$ cat src/rtl/e_mdu.sv
// Iterative multiply/divide unit for the E stage: radix-2 shift-add multiply,
// restoring divide, and direct HI/LO writes. One iteration per cycle.
module e_mdu #(
  parameter int WIDTH = 32,
  parameter int CNT_W = 6
) (
  input  logic             clk,
  input  logic             reset,
  input  logic             start,
  input  logic [2:0]       op,
  input  logic [WIDTH-1:0] a,
  input  logic [WIDTH-1:0] b,
  output logic             busy,
  output logic [WIDTH-1:0] hi,
  output logic [WIDTH-1:0] lo
);

  localparam logic [1:0] S_IDLE = 2'd0;
  localparam logic [1:0] S_RUN  = 2'd1;
  localparam logic [1:0] S_FIX  = 2'd2;

  localparam logic [2:0] OP_MULT = 3'd0;
  localparam logic [2:0] OP_DIV  = 3'd2;
  localparam logic [2:0] OP_MTHI = 3'd4;
  localparam logic [2:0] OP_MTLO = 3'd5;

  logic [1:0]         state_reg;
  logic [CNT_W-1:0]   cnt_reg;
  logic [2*WIDTH-1:0] acc_reg;
  logic [WIDTH-1:0]   opnd_reg;
  logic               is_div_reg;
  logic               sign_a_reg;
  logic               sign_b_reg;
  logic               div_zero_reg;
  logic               busy_reg;
  logic [WIDTH-1:0]   hi_reg;
  logic [WIDTH-1:0]   lo_reg;

  // Operand preparation; an unsigned WIDTH-bit magnitude already holds |MIN|.
  logic             signed_op;
  logic             a_neg;
  logic             b_neg;
  logic [WIDTH-1:0] a_mag;
  logic [WIDTH-1:0] b_mag;

  assign signed_op = (op == OP_MULT) || (op == OP_DIV);
  assign a_neg     = signed_op & a[WIDTH-1];
  assign b_neg     = signed_op & b[WIDTH-1];
  assign a_mag     = a_neg ? -a : a;
  assign b_mag     = b_neg ? -b : b;

  // Multiply step: add multiplicand into the upper half when the LSB is set, then shift right.
  logic [WIDTH:0]     mul_sum;
  logic [2*WIDTH-1:0] mul_next;

  assign mul_sum  = {1'b0, acc_reg[2*WIDTH-1:WIDTH]} + (acc_reg[0] ? {1'b0, opnd_reg} : '0);
  assign mul_next = {mul_sum, acc_reg[WIDTH-1:1]};

  // Restoring divide step: upper half is the partial remainder, lower half shifts dividend out and quotient in.
  logic [WIDTH:0]     div_shift;
  logic [WIDTH:0]     div_diff;
  logic [2*WIDTH-1:0] div_next;

  assign div_shift = acc_reg[2*WIDTH-1:WIDTH-1];
  assign div_diff  = div_shift - {1'b0, opnd_reg};
  assign div_next  = div_diff[WIDTH] ? {div_shift[WIDTH-1:0], acc_reg[WIDTH-2:0], 1'b0}
                                     : {div_diff[WIDTH-1:0], acc_reg[WIDTH-2:0], 1'b1};

  // Sign correction applied in FIX.
  logic               neg_result;
  logic [2*WIDTH-1:0] prod_fixed;
  logic [WIDTH-1:0]   quot_fixed;
  logic [WIDTH-1:0]   rem_fixed;

  assign neg_result = sign_a_reg ^ sign_b_reg;
  assign prod_fixed = neg_result ? -acc_reg : acc_reg;
  assign rem_fixed  = sign_a_reg ? -acc_reg[2*WIDTH-1:WIDTH] : acc_reg[2*WIDTH-1:WIDTH];
  // A zero divisor leaves |a| as the remainder, so only the quotient needs forcing.
  assign quot_fixed = div_zero_reg ? '1
                    : (neg_result ? -acc_reg[WIDTH-1:0] : acc_reg[WIDTH-1:0]);

  logic last_iter;
  assign last_iter = (cnt_reg == CNT_W'(WIDTH - 1));

  always_ff @(posedge clk) begin
    if (!reset) begin
      state_reg    <= S_IDLE;
      cnt_reg      <= '0;
      acc_reg      <= '0;
      opnd_reg     <= '0;
      is_div_reg   <= 1'b0;
      sign_a_reg   <= 1'b0;
      sign_b_reg   <= 1'b0;
      div_zero_reg <= 1'b0;
      busy_reg     <= 1'b0;
      hi_reg       <= '0;
      lo_reg       <= '0;
    end else begin
      case (state_reg)
        S_IDLE: begin
          if (start) begin
            if (!op[2]) begin
              acc_reg      <= {{WIDTH{1'b0}}, (op[1] ? a_mag : b_mag)};
              opnd_reg     <= op[1] ? b_mag : a_mag;
              is_div_reg   <= op[1];
              sign_a_reg   <= a_neg;
              sign_b_reg   <= b_neg;
              div_zero_reg <= (b == '0);
              cnt_reg      <= '0;
              state_reg    <= S_RUN;
              busy_reg     <= 1'b1;
            end else if (op == OP_MTHI) begin
              hi_reg <= a;
            end else if (op == OP_MTLO) begin
              lo_reg <= a;
            end
          end
        end
        S_RUN: begin
          acc_reg <= is_div_reg ? div_next : mul_next;
          cnt_reg <= cnt_reg + CNT_W'(1);
          if (last_iter) begin
            state_reg <= S_FIX;
          end
        end
        S_FIX: begin
          if (is_div_reg) begin
            hi_reg <= rem_fixed;
            lo_reg <= quot_fixed;
          end else begin
            hi_reg <= prod_fixed[2*WIDTH-1:WIDTH];
            lo_reg <= prod_fixed[WIDTH-1:0];
          end
          state_reg <= S_IDLE;
          busy_reg  <= 1'b0;
        end
        default: begin
          state_reg <= S_IDLE;
          busy_reg  <= 1'b0;
        end
      endcase
    end
  end

  assign busy = busy_reg;
  assign hi   = hi_reg;
  assign lo   = lo_reg;

endmodule
$ cat config.mk
export PLATFORM = sky130hd
export DESIGN_NAME = e_mdu
export DESIGN_NICKNAME = d
export VERILOG_FILES = /design/src/rtl/e_mdu.sv
export SDC_FILE = /design/constraint.sdc
export NUM_CORES = 1
export LEC_CHECK = 0
export BUFFER_PORTS_ARGS = -buffer_cell sky130_fd_sc_hd__buf_2
export CAP_MARGIN = 5
export CORE_ASPECT_RATIO = 0.8
export CORE_MARGIN = 2
export CORE_UTILIZATION = 55
export DETAILED_ROUTE_END_ITERATION = 6
export PLACE_DENSITY = 0.75
export SLEW_MARGIN = 20
export SYNTH_ARGS = -nofsm -noshare
export SYNTH_HDL_FRONTEND = slang
export SYNTH_SLANG_ARGS = --single-unit
$ cat constraint.sdc
create_clock -name clk -period 6.3 [get_ports clk]
set_clock_uncertainty 0.1 [all_clocks]
set_input_delay 0.315 -clock clk [delete_from_list [all_inputs] [get_ports clk]]
set_output_delay 0.315 -clock clk [all_outputs]
set_load 0.02 [all_outputs]
==> metrics.md, run 1 <==
| Metric | Value |
|---|---|
| Leak Pwr | `approximately 6.5 nW` |
| Max_slew headroom | `17.3%` |
| Setup total negative slack | `0 ps` |
| Number of register bits inferred by synthesis | `173` |
| Count of different cell masters after synthesis | `75` |
| Number of placement rows | `52` |
| Number of routed nets with antenna violations | `0` |
| Launch point of the worst hold path | `start` |
| Sort of element at the start of the critical path | `flip-flop` |
| Latest clock arrival within the worst-skew pair | `460 ps` |
| Initial Util | `56.3%` |
| Area occupied by registers | `3460 um2` |
| GR Layer Usage met1 | `59.0%` |
| Netlist area before placement | `14400 um2` |
| Required time of the critical path | `6540 ps` |
| Compound-Gate Fraction of Synth Area | `28.3%` |
| Failing checks | `DRC` |
| Min-delay worst type | `input port to flip-flop` |
| Number of cells after detailed placement | `2312` |
| Shortest period the worst path allows | `4340 ps` |
| Sequential-to-total area share from yosys stat | `24.1%` |
| Share of synthesized cell area in full adder, half adder and majority cells | `6.29%` |
| Mux contribution to synthesized area | `6.02%` |
| Share of the clock period used by the worst path after layout | `68.8%` |
| Resize count post-CTS | `0` |
| Register clock-pin slew on the reported worst setup and hold paths | `90 ps` |
| Die Height | `149 um` |
| Total length of routed wires | `55.1 mm` |
| Top Ports | `about 140` |
| Avg Cell Area, Syn | `7.43 um2` |
| Combinational share of power | `between 20% and 30%` |
| Cell area power density | `between 200 and 250 nW/um2` |
| Path type of the worst setup path | `flip-flop to flip-flop` |
| Global route overflow | `0` |
| Cts hold-fix bufs | `0` |
| Total Routing Usage GR | `about two fifths` |
| Setup repair after global routing missed its margin | `no` |
| Number of antenna violations at the first check in global routing | `1` |
| Synthesized-area fraction occupied by xor and xnor cells | `10.7%` |
| IR Drop Worst-Case VDD | `between 0.15 and 0.2 mV` |
| Clock tree from TritonCTS | `built` |
| Area of the die | `roughly 27000 um2` |
| Synthesized netlist cell count | `1935` |
| Sw Share | `36.1%` |
| Highest-delay cell along the critical path | `sky130_fd_sc_hd__nand3_1` |
| Via count of the first global-routing pass | `13900` |
| Post-synthesis net count | `2076` |
| 1st-pass router iterations | `7` |
| CTS max path bufs | `2` |
| Routability-driven placement congestion ratio | `1.05` |
| Number of DRC violations after detailed routing | `3` |
| Buffer type at the clock tree root | `sky130_fd_sc_hd__clkbuf_16` |
| Wire length of the first global-routing pass | `82.9 mm` |
| Type of destination of the critical path | `flip-flop` |
| Critical path, cell by cell | `inv_1 > ha_1 > fa_1 > nand2b_1 > a21oi_1 > o2111ai_1 > or3_1 > nand4b_1 > nand3_1 > buf_4 > a221o_1 > a31oi_1 > a2111oi_0` |
| Layout net count | `2121` |
| Share of cells above drive strength 1 | `around 11%` |
| Number of maximum-capacitance constraint violations | `0` |
| Layer with the highest usage after global routing | `met1` |
| Final Hold Violating Endpoints | `0` |
| Number of vias per cell after detailed routing | `roughly 6.8` |
| Clock share of power | `35.3%` |
| End-of-flow core utilization | `61.9%` |
| Number of flops mapped to enable cells by yosys | `0` |
| Max Fclk | `0.231 GHz` |
| Number of slew-limit violations in the final report | `0` |
| Post-detailed-placement half-perimeter wirelength | `between 40 and 50 mm` |
| Number of DRC markers after the initial detailed-route iteration | `2380` |
| Fillers | `2357` |
| Run status | `complete, but fails checks` |
| Delay of the slowest cell on the worst path | `570 ps` |
| Max FFs per register | `64` |
| Transition at the pin with the smallest max-transition slack | `approximately 1200 ps` |
| Met2 track demand over resource in global routing | `52.7%` |
| Prevailing post-synth register cell | `sky130_fd_sc_hd__dfxtp_1` |
| Count of yosys warnings during synthesis | `0` |
| Worst setup startpoint | `acc_reg[31]` |
| Dominant combinational cell family by area after synthesis | `compound AO/OA/AOI/OAI gates` |
| Global Route met3 Usage | `approximately 12%` |
| Post-CTS Setup Inserts | `0` |
| Maximum number of pins on one net before global-route repair | `86` |
| Final Setup Violations | `0` |
| Maximum level of the CTS H-tree | `4` |
| Fraction of registers with async set/reset | `0%` |
| Floorplan die width | `185 um` |
| Standard cell core area | `25500 um2` |
| Post-synthesis simple-gate area fraction | `19.6%` |
| Flop pwr share | `36.7%` |
| Maximum fanout along the worst path | `26` |
| Area added between synthesis and finish | `9.90%` |
| Launch instance of the worst register-to-register path | `acc_reg[31]` |
| Port Buf Inserts | `134` |
| # clock sinks | `roughly 170` |
| Multi-input logic area | `10200 um2` |
| P_sw | `about 1.2 mW` |
| Worst endpoint data arrival time | `4580 ps` |
| Final cell count without fillers | `2345` |
| Number of CTS-inserted buffers | `17` |
| Internal | `between 2 and 2.5 mW` |
| Average detailed-routed wire length per instance | `between 20 and 25 um` |
| Via total after detailed routing | `15900` |
==> layout make-up <==
class | instances | share of cell area (%)
inverter | 62 | 1.47
tap | 351 | 2.78
clock inverter | 13 | 1.12
multi-input combinational | 1573 | 64.7
antenna | 1 | 0.0158
timing repair buffer | 153 | 5.15
sequential | 173 | 21.9
clock buffer | 19 | 2.80
==> cell families (layout without fill, tap and decap cells) <==
logic type                 count (synthesis)  after routing
muxes                                     86             86
DFF                                      173            173
xor gates and xnor gates                 175            175
AOI/OAI and AO/OA                        628            628
buffers and inverters                    189            247
other                                      0              1
and+or+nand+nor                          613            613
adders and majority gates                 71             71
==> power by group through the flow <==
stage	sequential, mW	combinational (mW)	clock [mW]
final	1.21	0.922	1.16
after global routing	1.21	0.986	1.19
after CTS	1.20	0.883	1.16
after detailed placement	1.23	0.874	0
after global placement	1.23	0.870	0
after floorplan	1.21	0.609	0
==> worst max-delay path: cells and delay by family, from the launching register on <==
family,cells,cell delay [ps]
flip-flops,1,440
AND/OR/NAND/NOR,4,1370
adder cells (fa/ha/maj),2,620
AO/OA/AOI/OAI,5,1160
buffers and inverters,2,550
==> cell usage after synthesis (all sizes together) (41+ instances only) <==
cell | count | area share (%)
nor3 | 45 | 1.6
nor2 | 232 | 6.1
a221oi | 41 | 2.5
clkbuf | 110 | 2.9
inv | 60 | 1.6
xor2 | 71 | 4.3
xnor2 | 104 | 6.3
nand2 | 156 | 4.1
mux2i | 82 | 5.7
o21ai | 121 | 4.2
nand3 | 45 | 1.6
a21oi | 216 | 7.5
ha | 69 | 6.0
dfxtp | 173 | 24
==> metrics by stage <==
stage / total power [mW] / hold WS (ps) / instance area [um2] / setup WS (ps)
floorplan: 1.82 / 332 / 14400 / 2890
global placement: 2.10 / 340 / 15200 / 2250
detailed placement: 2.10 / 344 / 15200 / 2070
CTS: 3.24 / 49.1 / 15800 / 2060
global route: 3.39 / 50.8 / 15800 / 1640
finish: 3.29 / 53.6 / 15800 / 1960
==> placed cells by master (no fill, tap or decap), types with 60 or more instances in the layout <==
cell type	instances
sky130_fd_sc_hd__a21oi_1	215
sky130_fd_sc_hd__buf_2	134
sky130_fd_sc_hd__dfxtp_1	172
sky130_fd_sc_hd__ha_1	69
sky130_fd_sc_hd__inv_1	60
sky130_fd_sc_hd__mux2i_1	82
sky130_fd_sc_hd__nand2_1	156
sky130_fd_sc_hd__nor2_1	229
sky130_fd_sc_hd__o21ai_0	119
sky130_fd_sc_hd__xnor2_1	102
sky130_fd_sc_hd__xor2_1	71
==> routing by layer <==
metal | part of all wire (%) | vias to the layer above
met5 | 0 | -
met4 | 3.3 | 0
met3 | 15 | 144
met2 | 39 | 1241
met1 | 43 | 7349
li1 | - | 7169
==> worst paths after layout <==
check | end | slack, ps | depth (start not counted)
hold / removal | busy | 50 | 3
setup / recovery | acc_reg[62] | 1960 | 13
hold reg to reg | opnd_reg[5] | 350 | 2
setup reg to reg | acc_reg[62] | 1960 | 13
(Power assumes the default switching activity.)
==> inputs of run 2 (changes only) <==
--- a/config.mk
+++ b/config.mk
@@ -11,7 +11,7 @@
 export CORE_MARGIN = 2
 export CORE_UTILIZATION = 55
 export DETAILED_ROUTE_END_ITERATION = 6
-export PLACE_DENSITY = 0.75
+export PLACE_DENSITY = 0.78
 export SLEW_MARGIN = 20
 export SYNTH_ARGS = -nofsm -noshare
 export SYNTH_HDL_FRONTEND = slang
==> constraint.sdc (replaced) <==
create_clock -name clk -period 3.6 [get_ports clk]
set_clock_uncertainty 0.1 [all_clocks]
set_input_delay 0.18 -clock clk [delete_from_list [all_inputs] [get_ports clk]]
set_output_delay 0.18 -clock clk [all_outputs]
set_load 0.02 [all_outputs]
==> run 2 against run 1 <==
Against the previous run:
- the flow now finishes without violations
- via count rose by 2.1%
- wire length rose by 3.3%
- hold slack got worse by 36 ps
- die area did not move
- first-iteration DRC count fell by 3.7%
- highest routed layer unchanged
- critical path depth fell by 1
==> metrics.md, run 2 (synthesized netlist as in run 1, its figures left out) <==
| Metric | Value |
|---|---|
| Run status | `finished, final reports clean` |
| Leak Pwr | `6.94 nW (+6.5%)` |
| Number of DRC markers after the initial detailed-route iteration | `2292 (-3.7%)` |
| Initial Util | `56.3% (unchanged)` |
| Global route overflow | `0 (unchanged)` |
| Area of the die | `27400 um2 (unchanged)` |
| Final cell count without fillers | `2428 (+3.5%)` |
| CTS max path bufs | `2 (unchanged)` |
| Final Setup Violations | `0 (unchanged)` |
| Worst endpoint data arrival time | `3710 ps (-870 ps)` |
| Required time of the critical path | `3840 ps (-2700 ps)` |
| Clock share of power | `32.6% (-2.7 points)` |
| Share of the clock period used by the worst path after layout | `96.5% (+28 points)` |
| Sum of buffers and inverters on the critical path | `1 (-1)` |
| Sort of element at the start of the critical path | `flip-flop` |
| Worst Reg-to-Reg Cells | `12 (-1)` |
| Floorplan die width | `185 um (unchanged)` |
| Fillers | `2306 (-2.2%)` |
| Die Height | `149 um (unchanged)` |
| Via count of the first global-routing pass | `14300 (+3.0%)` |
| P_sw | `2.10 mW (+77%)` |
| Final Hold Violating Endpoints | `0 (unchanged)` |
| Layout net count | `2205 (+4.0%)` |
| Port Buf Inserts | `134 (unchanged)` |
| Max Fclk | `0.288 GHz (+25%)` |
| Via total after detailed routing | `16200 (+2.1%)` |
| Area added between synthesis and finish | `14.5%` |
| Antenna cell count | `0 (-1)` |
| Maximum fanout along the worst path | `4 (-85%)` |
| Flop pwr share | `36.7% (about the same)` |
| Sw Share | `36.8% (+0.72 points)` |
| Register clock-pin slew on the reported worst setup and hold paths | `80 ps (about the same)` |
| Buffer type at the clock tree root | `sky130_fd_sc_hd__clkbuf_16` |
| Max_slew headroom | `37.3% (+20 points)` |
| Shortest period the worst path allows | `3480 ps (-861 ps)` |
| Most common library cell in the layout ignoring fill and taps | `sky130_fd_sc_hd__nor2_1` |
| Setup total negative slack | `0 ps (unchanged)` |
| Number of slew-limit violations in the final report | `0 (unchanged)` |
| Internal | `3.60 mW (+71%)` |
| Area occupied by registers | `3460 um2 (unchanged)` |
| Latest clock arrival within the worst-skew pair | `460 ps (about the same)` |
| Number of DRC violations after detailed routing | `0 (-3)` |
| Top Ports | `135 (unchanged)` |
| Multi-input logic area | `10300 um2 (+0.28%)` |
| Most frequent cells in the layout | `229 x sky130_fd_sc_hd__nor2_1, 213 x sky130_fd_sc_hd__a21oi_1, 172 x sky130_fd_sc_hd__dfxtp_1, 155 x sky130_fd_sc_hd__nand2_1, 134 x sky130_fd_sc_hd__buf_2` |
| Highest-delay cell along the critical path | `sky130_fd_sc_hd__or3_4` |
| Largest delay contributor family on the critical path | `compound AO/OA/AOI/OAI gates` |
| Wire length of the first global-routing pass | `85.4 mm (+3.0%)` |
| Standard cell core area | `25500 um2 (unchanged)` |
| Number of vias per cell after detailed routing | `6.69 (-1.4%)` |
| Setup repair after global routing missed its margin | `no` |
| Cell area power density | `346 nW/um2 (+66%)` |
| Maximum level of the CTS H-tree | `4 (unchanged)` |
| Critical path, cell by cell | `inv_1 > nor2_1 > ha_1 > and2_1 > a221o_1 > o211ai_1 > a311oi_1 > or3_4 > a311o_1 > a21oi_1 > xor2_1 > a2111oi_0` |
| Total Routing Usage GR | `41.0% (+1.5 points)` |
| Post-detailed-placement half-perimeter wirelength | `43.6 mm (+5.8%)` |
| Routability-driven placement congestion ratio | `1.00 (-4.5%)` |
| Min-delay worst type | `input port to flip-flop` |
| Max FFs per register | `64 (unchanged)` |
| Number of placement rows | `52 (unchanged)` |
| Share of cells above drive strength 1 | `14.7% (+3.8 points)` |
| # clock sinks | `173 (unchanged)` |
| Number of CTS-inserted buffers | `17 (unchanged)` |
| Transition at the pin with the smallest max-transition slack | `932 ps (-304 ps)` |
| Total length of routed wires | `56.9 mm (+3.3%)` |
| Clock tree from TritonCTS | `built` |
| Number of maximum-capacitance constraint violations | `0 (unchanged)` |
| IR Drop Worst-Case VDD | `0.345 mV (+80%)` |
| Average detailed-routed wire length per instance | `23.4 um (-0.25%)` |
| Number of routed nets with antenna violations | `0 (unchanged)` |
| Delay of the slowest cell on the worst path | `460 ps (-110 ps)` |
| Path type of the worst setup path | `flip-flop to flip-flop` |
| Type of destination of the critical path | `flip-flop` |
| Maximum number of pins on one net before global-route repair | `59 (-31%)` |
| Worst path depth | `12 (-1)` |
| Hold path cells | `3 (unchanged)` |
| 1st-pass router iterations | `6 (-1)` |
| Number of antenna violations at the first check in global routing | `0 (-1)` |
| Number of cells after detailed placement | `2393 (+3.5%)` |
| Combinational share of power | `30.7% (+2.7 points)` |
## run 2: timing repair
item	CTS	global route
endpoints found under the setup margin	0	16
hold endpoints to repair	7	0
buffers inserted	0	0
resized for setup	0	9
hold buffers	3	0
## run 2: worst min-delay path: cells and delay by family
kind	cells	cell delay, ps
and+or+nand+nor	1	130
buffers and inverters	1	150
AOI/OAI and AO/OA	1	50
## run 2: final timing paths
path / from / endpoint / slack (ps)
worst max-delay path: acc_reg[0] / acc_reg[62] / 120
worst min-delay path: a[25] / hi[25] / 20
worst max register to register: acc_reg[0] / acc_reg[62] / 120
worst min register to register: opnd_reg[7] / opnd_reg[7] / 350
## run 2: layout make-up
type / instances / share of cell area (%)
Multi-Input combinational cell: 1573 / 62.3
Sequential cell: 173 / 21.1
Timing Repair Buffer: 237 / 9.13
Clock buffer: 19 / 2.69
Tap cell: 351 / 2.67
Inverter: 62 / 1.41
Clock inverter: 13 / 0.715
## run 2: per-layer routing
| layer | wire (um) | share of wire [%] | global-route usage (%) | vias to the layer above |
|---|---|---|---|---|
| met5 | 0 | 0 | 0 | - |
| li1 | - | - | - | 7336 |
| met3 | 8150 | 14 | 10.8 | 124 |
| met4 | 1770 | 3.1 | 13.1 | 0 |
| met1 | 24900 | 44 | 62.4 | 7585 |
| met2 | 22000 | 39 | 55.1 | 1192 |
## run 2: power groups by stage
stage               registers, mW  logic [mW]  clock network (mW)
global placement             2.12        1.64                   0
floorplan                    2.12        1.07                   0
detailed placement           2.13        1.66                   0
finish                       2.09        1.75                1.86
CTS                          2.08        1.67                1.85
global route                 2.10        1.87                1.91
## run 2: through the flow
stage          hold slack, ps  utilization [%]  setup slack, ps  cell area, um2  total power, mW
2_1_floorplan             221                -              189           14400             3.18
3_3_place_gp              343             62.0              199           15800             3.77
3_5_place_dp              347             62.0              108           15800             3.79
4_1_cts                  4.03             64.4             72.4           16400             5.60
5_1_grt                  21.5             64.5            0.306           16400             5.88
6_report                 17.1             64.5              125           16400             5.70
